--- src/rtl/vga_frame_fetch_if.sv ---
// AXI4 read-address and read-data channel bundle used between the frame fetcher and DDR.
// The master modport is the fetcher side. The slave modport is the memory side.
interface vga_frame_fetch_if #(
  parameter int ADDR_W = 32,
  parameter int DATA_W = 32
);
  logic [ADDR_W-1:0] m_axi_araddr;
  logic [7:0]        m_axi_arlen;
  logic [2:0]        m_axi_arsize;
  logic [1:0]        m_axi_arburst;
  logic              m_axi_arvalid;
  logic              m_axi_arready;
  logic [DATA_W-1:0] m_axi_rdata;
  logic [1:0]        m_axi_rresp;
  logic              m_axi_rlast;
  logic              m_axi_rvalid;
  logic              m_axi_rready;

  modport master (
    output m_axi_araddr, m_axi_arlen, m_axi_arsize, m_axi_arburst, m_axi_arvalid, m_axi_rready,
    input  m_axi_arready, m_axi_rdata, m_axi_rresp, m_axi_rlast, m_axi_rvalid
  );

  modport slave (
    input  m_axi_araddr, m_axi_arlen, m_axi_arsize, m_axi_arburst, m_axi_arvalid, m_axi_rready,
    output m_axi_arready, m_axi_rdata, m_axi_rresp, m_axi_rlast, m_axi_rvalid
  );
endinterface

--- src/rtl/vga_frame_fetch.sv ---
// AXI4 read master that streams one frame from DDR into a first-word fall-through FIFO.
// Only one burst is outstanding at a time, and a burst is issued only when the FIFO has room for all of it.
module vga_frame_fetch #(
  parameter int C_M_AXI_ADDR_WIDTH = 32,
  parameter int C_M_AXI_DATA_WIDTH = 32,
  parameter int BURST_LEN          = 16,
  parameter int FRAME_WORDS        = 76800,
  parameter int FIFO_DEPTH         = 64
) (
  input  logic                          ACLK,
  input  logic                          ARESETN,
  input  logic                          frame_start,
  input  logic [C_M_AXI_ADDR_WIDTH-1:0] frame_base,
  vga_frame_fetch_if.master             axi,
  output logic [C_M_AXI_DATA_WIDTH-1:0] pix_data,
  output logic                          pix_valid,
  input  logic                          pix_ready,
  output logic                          busy,
  output logic                          err,
  output logic                          underflow
);

  localparam int NUM_BURSTS = FRAME_WORDS / BURST_LEN;
  localparam int PTR_W      = $clog2(FIFO_DEPTH);
  localparam int CNT_W      = PTR_W + 1;
  localparam int BEAT_W     = $clog2(BURST_LEN);
  localparam int BCNT_W     = $clog2(NUM_BURSTS + 1);

  localparam logic [CNT_W-1:0]              ISSUE_MAX   = CNT_W'(FIFO_DEPTH - BURST_LEN);
  localparam logic [BEAT_W-1:0]             LAST_BEAT   = BEAT_W'(BURST_LEN - 1);
  localparam logic [BCNT_W-1:0]             LAST_BURST  = BCNT_W'(NUM_BURSTS - 1);
  localparam logic [C_M_AXI_ADDR_WIDTH-1:0] BURST_BYTES = C_M_AXI_ADDR_WIDTH'(BURST_LEN * 4);

  typedef enum logic [1:0] {
    S_IDLE       = 2'd0,
    S_WAIT_SPACE = 2'd1,
    S_ADDR       = 2'd2,
    S_DATA       = 2'd3
  } state_t;

  state_t                          state_q;
  logic [C_M_AXI_ADDR_WIDTH-1:0]   addr_q;
  logic                            arvalid_q;
  logic                            rready_q;
  logic                            busy_q;
  logic                            err_q;
  logic                            underflow_q;
  logic [BEAT_W-1:0]               beat_q;
  logic [BCNT_W-1:0]               burst_q;

  logic [C_M_AXI_DATA_WIDTH-1:0]   mem_q [FIFO_DEPTH];
  logic [PTR_W-1:0]                wr_ptr_q;
  logic [PTR_W-1:0]                rd_ptr_q;
  logic [CNT_W-1:0]                fifo_cnt_q;
  logic [CNT_W-1:0]                fifo_cnt_d;

  logic                            push_s;
  logic                            pop_s;
  logic                            fifo_nempty_s;

  assign fifo_nempty_s = (fifo_cnt_q != {CNT_W{1'b0}});
  assign push_s        = (state_q == S_DATA) && rready_q && axi.m_axi_rvalid;
  assign pop_s         = fifo_nempty_s && pix_ready;

  // Burst sequencing, protocol checks and all registered status outputs
  always_ff @(posedge ACLK or negedge ARESETN) begin
    if (!ARESETN) begin
      state_q     <= S_IDLE;
      addr_q      <= {C_M_AXI_ADDR_WIDTH{1'b0}};
      arvalid_q   <= 1'b0;
      rready_q    <= 1'b0;
      busy_q      <= 1'b0;
      err_q       <= 1'b0;
      underflow_q <= 1'b0;
      beat_q      <= {BEAT_W{1'b0}};
      burst_q     <= {BCNT_W{1'b0}};
    end else begin
      underflow_q <= busy_q && pix_ready && !fifo_nempty_s;
      case (state_q)
        S_IDLE: begin
          if (frame_start) begin
            addr_q  <= frame_base;
            burst_q <= {BCNT_W{1'b0}};
            err_q   <= 1'b0;
            busy_q  <= 1'b1;
            state_q <= S_WAIT_SPACE;
          end
        end
        S_WAIT_SPACE: begin
          // Room for a whole burst means the data phase never needs to stall
          if (fifo_cnt_q <= ISSUE_MAX) begin
            arvalid_q <= 1'b1;
            state_q   <= S_ADDR;
          end
        end
        S_ADDR: begin
          if (axi.m_axi_arready) begin
            arvalid_q <= 1'b0;
            rready_q  <= 1'b1;
            beat_q    <= {BEAT_W{1'b0}};
            state_q   <= S_DATA;
          end
        end
        S_DATA: begin
          if (push_s) begin
            if (axi.m_axi_rresp != 2'b00) begin
              err_q <= 1'b1;
            end
            if (beat_q == LAST_BEAT) begin
              // The beat count alone ends the burst. A missing rlast is only flagged.
              if (!axi.m_axi_rlast) begin
                err_q <= 1'b1;
              end
              rready_q <= 1'b0;
              beat_q   <= {BEAT_W{1'b0}};
              addr_q   <= addr_q + BURST_BYTES;
              burst_q  <= burst_q + BCNT_W'(1);
              if (burst_q == LAST_BURST) begin
                busy_q  <= 1'b0;
                state_q <= S_IDLE;
              end else begin
                state_q <= S_WAIT_SPACE;
              end
            end else begin
              if (axi.m_axi_rlast) begin
                err_q <= 1'b1;
              end
              beat_q <= beat_q + BEAT_W'(1);
            end
          end
        end
        default: begin
          state_q   <= S_IDLE;
          arvalid_q <= 1'b0;
          rready_q  <= 1'b0;
          busy_q    <= 1'b0;
        end
      endcase
    end
  end

  // FIFO occupancy after this cycle's push and pop
  always_comb begin
    fifo_cnt_d = fifo_cnt_q;
    case ({push_s, pop_s})
      2'b10:   fifo_cnt_d = fifo_cnt_q + CNT_W'(1);
      2'b01:   fifo_cnt_d = fifo_cnt_q - CNT_W'(1);
      default: fifo_cnt_d = fifo_cnt_q;
    endcase
  end

  // FIFO pointers and occupancy
  always_ff @(posedge ACLK or negedge ARESETN) begin
    if (!ARESETN) begin
      wr_ptr_q   <= {PTR_W{1'b0}};
      rd_ptr_q   <= {PTR_W{1'b0}};
      fifo_cnt_q <= {CNT_W{1'b0}};
    end else begin
      if (push_s) begin
        wr_ptr_q <= wr_ptr_q + PTR_W'(1);
      end
      if (pop_s) begin
        rd_ptr_q <= rd_ptr_q + PTR_W'(1);
      end
      fifo_cnt_q <= fifo_cnt_d;
    end
  end

  // FIFO storage; the contents do not need a reset because the occupancy count qualifies them
  always_ff @(posedge ACLK) begin
    if (push_s) begin
      mem_q[wr_ptr_q] <= axi.m_axi_rdata;
    end
  end

  assign axi.m_axi_araddr  = addr_q;
  assign axi.m_axi_arlen   = 8'(BURST_LEN - 1);
  assign axi.m_axi_arsize  = 3'b010;
  assign axi.m_axi_arburst = 2'b01;
  assign axi.m_axi_arvalid = arvalid_q;
  assign axi.m_axi_rready  = rready_q;

  assign pix_valid = fifo_nempty_s;
  assign pix_data  = fifo_nempty_s ? mem_q[rd_ptr_q] : {C_M_AXI_DATA_WIDTH{1'b0}};
  assign busy      = busy_q;
  assign err       = err_q;
  assign underflow = underflow_q;

endmodule
--- src/flat_wrapper.sv ---
// flat-port wrapper written by rule: the top's interface ports become plain ports
module vga_frame_fetch_flat 
#(
  parameter int C_M_AXI_ADDR_WIDTH = 32,
  parameter int C_M_AXI_DATA_WIDTH = 32,
  parameter int BURST_LEN          = 16,
  parameter int FRAME_WORDS        = 76800,
  parameter int FIFO_DEPTH         = 64
)
  (ACLK, ARESETN, frame_start, frame_base, pix_data, pix_valid, pix_ready, busy, err, underflow, axi_m_axi_araddr, axi_m_axi_arlen, axi_m_axi_arsize, axi_m_axi_arburst, axi_m_axi_arvalid, axi_m_axi_rready, axi_m_axi_arready, axi_m_axi_rdata, axi_m_axi_rresp, axi_m_axi_rlast, axi_m_axi_rvalid);
  vga_frame_fetch_if axi_i ();
  input  logic ACLK;
  input  logic ARESETN;
  input  logic frame_start;
  input  logic [C_M_AXI_ADDR_WIDTH-1:0] frame_base;
  output logic [C_M_AXI_DATA_WIDTH-1:0] pix_data;
  output logic pix_valid;
  input  logic pix_ready;
  output logic busy;
  output logic err;
  output logic underflow;
  output wire logic [$bits(axi_i.m_axi_araddr)-1:0] axi_m_axi_araddr;
  output wire logic [$bits(axi_i.m_axi_arlen)-1:0] axi_m_axi_arlen;
  output wire logic [$bits(axi_i.m_axi_arsize)-1:0] axi_m_axi_arsize;
  output wire logic [$bits(axi_i.m_axi_arburst)-1:0] axi_m_axi_arburst;
  output wire logic [$bits(axi_i.m_axi_arvalid)-1:0] axi_m_axi_arvalid;
  output wire logic [$bits(axi_i.m_axi_rready)-1:0] axi_m_axi_rready;
  input wire logic [$bits(axi_i.m_axi_arready)-1:0] axi_m_axi_arready;
  input wire logic [$bits(axi_i.m_axi_rdata)-1:0] axi_m_axi_rdata;
  input wire logic [$bits(axi_i.m_axi_rresp)-1:0] axi_m_axi_rresp;
  input wire logic [$bits(axi_i.m_axi_rlast)-1:0] axi_m_axi_rlast;
  input wire logic [$bits(axi_i.m_axi_rvalid)-1:0] axi_m_axi_rvalid;
  assign axi_m_axi_araddr = axi_i.m_axi_araddr;
  assign axi_m_axi_arlen = axi_i.m_axi_arlen;
  assign axi_m_axi_arsize = axi_i.m_axi_arsize;
  assign axi_m_axi_arburst = axi_i.m_axi_arburst;
  assign axi_m_axi_arvalid = axi_i.m_axi_arvalid;
  assign axi_m_axi_rready = axi_i.m_axi_rready;
  assign axi_i.m_axi_arready = axi_m_axi_arready;
  assign axi_i.m_axi_rdata = axi_m_axi_rdata;
  assign axi_i.m_axi_rresp = axi_m_axi_rresp;
  assign axi_i.m_axi_rlast = axi_m_axi_rlast;
  assign axi_i.m_axi_rvalid = axi_m_axi_rvalid;
  vga_frame_fetch #(.C_M_AXI_ADDR_WIDTH(C_M_AXI_ADDR_WIDTH), .C_M_AXI_DATA_WIDTH(C_M_AXI_DATA_WIDTH), .BURST_LEN(BURST_LEN), .FRAME_WORDS(FRAME_WORDS), .FIFO_DEPTH(FIFO_DEPTH)) u_core (.ACLK(ACLK), .ARESETN(ARESETN), .frame_start(frame_start), .frame_base(frame_base), .axi(axi_i), .pix_data(pix_data), .pix_valid(pix_valid), .pix_ready(pix_ready), .busy(busy), .err(err), .underflow(underflow));
endmodule
--- config.mk ---
export PLATFORM = sky130hd
export DESIGN_NAME = vga_frame_fetch_flat
export DESIGN_NICKNAME = d
export VERILOG_FILES = /design/src/rtl/vga_frame_fetch_if.sv /design/src/rtl/vga_frame_fetch.sv /design/src/flat_wrapper.sv
export SDC_FILE = /design/constraint.sdc
export NUM_CORES = 2
export LEC_CHECK = 0
export BUFFER_PORTS_ARGS = -buffer_cell sky130_fd_sc_hd__buf_2
export CELL_PAD_IN_SITES_DETAIL_PLACEMENT = 1
export CELL_PAD_IN_SITES_GLOBAL_PLACEMENT = 1
export CORE_ASPECT_RATIO = 1.75
export CORE_MARGIN = 10
export CORE_UTILIZATION = 58
export CTS_BUF_LIST = sky130_fd_sc_hd__clkbuf_2
export CTS_CLUSTER_SIZE = 12
export DETAILED_ROUTE_END_ITERATION = 10
export MAX_ROUTING_LAYER = met4
export PLACE_DENSITY_LB_ADDON = 0.1
export SYNTH_ARGS = -nofsm -noshare
export SYNTH_HDL_FRONTEND = slang
export SYNTH_SLANG_ARGS = --single-unit
export TNS_END_PERCENT = 1
--- constraint.sdc ---
create_clock -name ACLK -period 6.9 [get_ports ACLK]
set_clock_uncertainty 0.1 [all_clocks]
set_input_delay 1.38 -clock ACLK [delete_from_list [all_inputs] [get_ports ACLK]]
set_output_delay 1.38 -clock ACLK [all_outputs]
set_load 0.05 [all_outputs]
# Word-level counts from Yosys, hierarchy flattened
# Memory sizes are Yosys's and may differ from the RTL's.
# Index checks and enable logic that the tools add are counted.
# word_totals
regBits	75
mem_bits_rw	2048
input_bits	73
out_inout_bits	83
word_cells	96
memories	1
# op_classes
n_addsub	7
order_cmp	1
n_eq_ne	13
n_mux	42
reduce_logical	20
# mem_list
name	depth	width	read_ports	rd_clocked_by_memory_dff	wr	line	text
u_core.mem_q	64	32	1	0	1	vga_frame_fetch.sv:51	logic [C_M_AXI_DATA_WIDTH-1:0] mem_q [FIFO_DEPTH];
# ops
cell	count
32-bit 2-to-1 mux	4
32-bit case mux with 2 select lines	1
13-bit 2-to-1 mux	3
32-bit by 7-bit adder with 32-bit output (second input constant)	1
13-bit case mux with 2 select lines	1
1-bit 2-to-1 mux	18
7-bit case mux with 2 select lines	1
13-bit by 1-bit adder with 13-bit output (second input constant)	1
13-bit == test (second input constant)	1
6-bit by 1-bit adder with 6-bit output (second input constant)	2
4-bit 2-to-1 mux	3
2-bit 2-to-1 mux	5
5-bit AND reduction	2
2-bit nonzero test	5
3-bit AND reduction	3
2-bit != test (second input constant)	4
1-bit case mux with 2 select lines	4
2-bit case mux with 4 select lines	1
4-bit case mux with 2 select lines	1
4-bit AND reduction	2
7-bit by 1-bit adder with 7-bit output (second input constant)	1
7-bit by 6-bit <= comparator with 1-bit output (second input constant)	1
7-bit nonzero test	1
7-bit by 1-bit subtractor with 7-bit output (second input constant)	1
other kinds (8)	16

# Depth between registers and ports, before layout
# depth
word_depth	6
depth_mapped	15
depth_no_buf	12

# Worst setup path after synthesis
# Ideal clock, no wire load.
# synth_path
kind	input to register
from	in axi_m_axi_rvalid
to	mem u_core.mem_q[23][0], enable pin
setup_ns	0.513
t_arrival_ns	5.631
t_required_ns	6.287
path_slack_ns	0.656
cell_stages	6
n_path_buf	2
cell_sequence	and3_1 buf_2 inv_1 or2_2 clkbuf_1 nor4b_1
# synth_between
elab_chain_len	3
# synth_lines
item	line	text
from (decl)	flat_wrapper.sv:32	input wire logic [$bits(axi_i.m_axi_rvalid)-1:0] axi_m_axi_rvalid;
1-bit logical AND	vga_frame_fetch.sv:62	assign push_s = (state_q == S_DATA) && rready_q && axi.m_axi_rvalid;
1-bit 2-to-1 mux	vga_frame_fetch.sv:171	if (push_s) begin
1-bit 2-to-1 mux (not written as such)	vga_frame_fetch.sv:172	mem_q[wr_ptr_q] <= axi.m_axi_rdata;
to (decl)	vga_frame_fetch.sv:51	
# Every way passes these cells.

# Worst setup path in the final report
# layout_path
from	reg u_core.rd_ptr_q[1]
to	out pix_data[12]
# layout_between
elab_chain_len	2
# layout_lines
item	line	text
from (decl)	vga_frame_fetch.sv:53	logic [PTR_W-1:0] rd_ptr_q;
from (signal assigned)	vga_frame_fetch.sv:156	rd_ptr_q <= {PTR_W{1'b0}};
from (signal assigned)	vga_frame_fetch.sv:163	rd_ptr_q <= rd_ptr_q + PTR_W'(1);
memory read 64 x 32 bit	--	
32-bit 2-to-1 mux	vga_frame_fetch.sv:184	assign pix_data = fifo_nempty_s ? mem_q[rd_ptr_q] : {C_M_AXI_DATA_WIDTH{1'b0}};
to (decl)	flat_wrapper.sv:16	output logic [C_M_AXI_DATA_WIDTH-1:0] pix_data;
# Every way passes these cells.

==> impl_summary.md <==
Placed design
At the placement stage, the worst setup path has a slack of 1360 ps. The cell count after placement is 5,897. Once placement finished, the instance area stood at 86,500 sq um. The final HPWL from detailed placement is 146 mm. At the end of routability-driven placement, the weighted congestion stood at 0.842. The count of buffers added on input and output ports is 142.

Yosys
For this run, asynchronously set or reset flops after synthesis account for 3.53%. The synthesized design contains 2,048 enable-type register cells. Summing the areas of all fa, ha and maj instances in the mapped netlist gives 0.197% of the synthesized area. In the synthesized netlist, the number of instances is 3,965. The sequential element share of the synthesized area is 76.7%. The synthesized cell area is 82,700 sq um. The share of synthesized area spent on multiplexers is 14.9%. The synthesis-stage register bit count is 2,123. The number of warnings reported in the yosys synthesis log is 0. Each instance of the synthesized netlist takes up on average 20.8 sq um. The synthesized netlist devotes 2.27% of its cell area to simple gates. The largest family of logic cells by synthesized area is multiplexers. Of the total synthesized cell area, the portion taken by XOR and XNOR cells is 0.275%. The fraction of the mapped netlist area in compound gates is 4.04%. The number of different library cells used by synthesis comes to 68. The dominant synthesized flop cell is sky130_fd_sc_hd__edfxtp_1.

CTS
At the later pin of the worst-skew pair, clock insertion delay measures 1960 ps. TritonCTS built the clock tree. The number of clock buffers inserted by TritonCTS is 465. The tree built by TritonCTS fans out to 2,123 sinks. The H-tree depth reported by CTS is 5. Clock-pin slew was measured on the worst setup and hold paths at 120 ps. The root buffer cell is sky130_fd_sc_hd__clkbuf_2. The worst-case clock buffer depth is 4.

Final layout
The post-layout net count is 4,675. The final design area excluding fillers is 91,500 sq um. The commonest non-fill, non-tap cell in the layout is sky130_fd_sc_hd__edfxtp_1. The area overhead of the layout relative to synthesis is 10.7%. In the layout the commonest cells are sky130_fd_sc_hd__edfxtp_1 (2,048), sky130_fd_sc_hd__clkbuf_2 (650), sky130_fd_sc_hd__mux4_2 (439). The filler cell count is 12.0k. The share of cells above drive strength 1 is 32.0%. The post-route non-filler standard cell count is 6,797.

Setup path
The signal on the critical path passes through buf_4, nor2_4, a22o_1, a2111oi_1, clkdlybuf4s18_2, a21oi_1, a22o_1, buf_2. For this run, the slowest stage of the critical path takes 740 ps. The master of the slowest instance on the critical path is sky130_fd_sc_hd__dfrtp_4. The arrival time at the worst endpoint is 5450 ps. The critical path launch point type is a register. The most frequent cell on the critical path is sky130_fd_sc_hd__a22o_1.

The endpoint class of the critical path is an output pin. The category of the most critical setup path is register to output pin. Along the worst path, the maximum fanout reaches 24. For the worst setup path, the data required time is 5420 ps.

Floorplanning
The die width is 305 um. The floorplan has 183 rows. The core region is 142,000 sq um. The floorplan die height is 519 um. The I/O pin count is 156. The starting density of the core is 58.2%. The die covers 159,000 sq um.

Route
Dividing the detail-routed via count by the number of cells gives 6.74. Before antenna repair, the detailed router went through 5 iterations. The routed layout has 45.8k vias.

The routed wire length is 249 mm. In the final routed layout, each cell accounts on average for 36.6 um. The first-iteration detailed-routing DRC count is 5,741.

The final antenna-violating net count is 0. In the routed design, unresolved DRC markers number 0.

Worst hold path
The worst hold path belongs to the class primary input to register.

GRT
The initial antenna violation count is 16. The pin count of the biggest net entering global routing is 81. The remaining global-route overflow is 0. The number of global-route vias before repair is 48.6k.

The wire length of the first global-routing pass is 353 mm. Global routing used 32.4% of the available tracks.

STA
Dividing the final minimum period by the clock period gives 100%. At the pin with the least slew margin, the transition time is 1360 ps. The max-slew violation count came to 0. Setup repair after global routing could not meet its margin everywhere. The setup slack of the critical path after layout is -32.4 ps. The achievable frequency is 0.144 GHz. The number of hold-slack violations in the final timing report was 0.

The final critical delay including setup and external delays is 6930 ps. Adding up every negative setup slack in the final design gives -32.4 ps. Setup violations remaining at the end of the flow were counted as 1. In this run the tightest slew margin relative to its limit is 9.47%.

Outcome
The checks that failed: setup timing. The flow ran to the end, but the final reports show violations.

Pwr
The largest voltage drop on the vdd net is 0.463 mV. Power spread over the standard cell area amounts to 385 nW/um^2. For this design the static power due to leakage is 30.3 nW.

Job
Max-cap violations in this run came to 0.
registers in the layout, indices dropped and copies added (netlist names):
name,flops
u_core.axi.m_axi_araddr,32
u_core.axi.m_axi_arvalid,1
u_core.axi.m_axi_rready,1
u_core.beat_q,4
u_core.burst_q,13
u_core.busy,1
u_core.err,1
u_core.fifo_cnt_q,7
u_core.mem_q,2048
u_core.rd_ptr_q,6
u_core.state_q,2
u_core.underflow,1
u_core.wr_ptr_q,6
cells by family after synthesis:
| kind of cell | after synthesis |
|---|---|
| other | 2 |
| AND/OR/NAND/NOR | 377 |
| flip-flops | 2123 |
| adder cells (fa/ha/maj) | 13 |
| AO/OA/AOI/OAI | 487 |
| XOR/XNOR | 26 |
| buffers and inverters | 257 |
| multiplexers | 680 |
final timing paths:
kind,startpoint,end,slack [ps],cells after the start
setup / recovery,u_core.rd_ptr_q[1],pix_data[12],-30,8
hold / removal,axi_m_axi_rdata[1],u_core.mem_q[43][1],140,1
setup reg to reg,u_core.fifo_cnt_q[2],u_core.fifo_cnt_q[4],2210,13
hold reg to reg,u_core.axi.m_axi_araddr[1],u_core.axi.m_axi_araddr[1],380,2
max in group asynchronous,ARESETN,u_core.rd_ptr_q[3],5320,4
min in group asynchronous,ARESETN,u_core.axi.m_axi_araddr[12],390,4
metrics by stage:
step / power (mW) / hold slack [ps] / utilization [%]
finish: 35.3 / 137 / 64.5
global route: 36.6 / 76.0 / 64.5
CTS: 35.3 / 0.243 / 64.4
detailed placement: 27.6 / 373 / 60.9
global placement: 27.3 / 361 / 60.9
floorplan: 23.0 / 376 / -
metal layers:
layer	GRT usage, %	vias to the layer above	wire length [um]
met2	54.1	2797	130000
li1	-	18127	-
met4	15.3	0	11300
met5	-	-	0
met3	6.30	585	20300
met1	37.6	24323	87100
where the power goes:
group / leakage, nW / switching, mW / internal (mW)
sequential: 19.4 / 0.447 / 14.4
clock: 3.05 / 4.82 / 2.75
combinational: 7.89 / 8.20 / 4.63
cell usage after synthesis (all sizes together), types with 4 or more instances:
| master | instances | area share, % |
|---|---|---|
| buf | 129 | 1.1 |
| nand3b | 6 | 0.054 |
| o22ai | 86 | 0.65 |
| and3 | 8 | 0.061 |
| nand3 | 47 | 0.29 |
| nand2 | 95 | 0.43 |
| xnor2 | 16 | 0.17 |
| nor4 | 10 | 0.094 |
| nor2b | 16 | 0.12 |
| a21o | 6 | 0.054 |
| or3b | 5 | 0.053 |
| a22oi | 26 | 0.24 |
| o41ai | 8 | 0.11 |
| o21ai | 65 | 0.39 |
| o221ai | 46 | 0.49 |
| mux2i | 229 | 2.8 |
| or2 | 11 | 0.083 |
| mux4 | 439 | 12 |
| nand2b | 14 | 0.11 |
| a2111oi | 28 | 0.30 |
| a221oi | 5 | 0.053 |
| o211ai | 4 | 0.036 |
| nor3b | 5 | 0.045 |
| a211o | 15 | 0.16 |
| a211oi | 37 | 0.34 |
| xor2 | 10 | 0.11 |
| dfrtp | 75 | 2.3 |
| a31oi | 12 | 0.091 |
| a22o | 37 | 0.39 |
| or3 | 6 | 0.045 |
| inv | 11 | 0.050 |
| mux2 | 12 | 0.16 |
| ha | 13 | 0.20 |
| clkbuf | 115 | 0.52 |
| edfxtp | 2048 | 74 |
| nand4 | 20 | 0.15 |
| nor3 | 11 | 0.067 |
| a21oi | 96 | 0.58 |
| nor2 | 101 | 0.46 |
| and2 | 13 | 0.098 |
critical path: cells and delay by family (launching register included):
kind	cells	cell delay, ps
DFF	1	740
and+or+nand+nor	1	740
AOI/OAI and AO/OA	4	940
buffers and inverters	3	1030
area by class of cell:
class | instances | area [sq um] | share of cell area (%)
Antenna cell | 27 | 67.6 | 0.0738
Clock buffer | 650 | 3250 | 3.55
Clock inverter | 148 | 736 | 0.804
Inverter | 13 | 48.8 | 0.0533
Multi-Input combinational cell | 1596 | 18600 | 20.4
Sequential cell | 2123 | 63400 | 69.3
Tap cell | 1850 | 2310 | 2.53
Timing Repair Buffer | 390 | 3070 | 3.36
what timing repair did:
action	4_1_cts	5_1_grt
endpoints found under the hold margin	1031	0
setup buffers	9	0
pin swaps	1	0
hold buffers	65	0
endpoints found under the setup margin	29	3
gates cloned	1	0
gates resized for setup	32	3
Note: power is estimated with default switching activity, not from simulation.
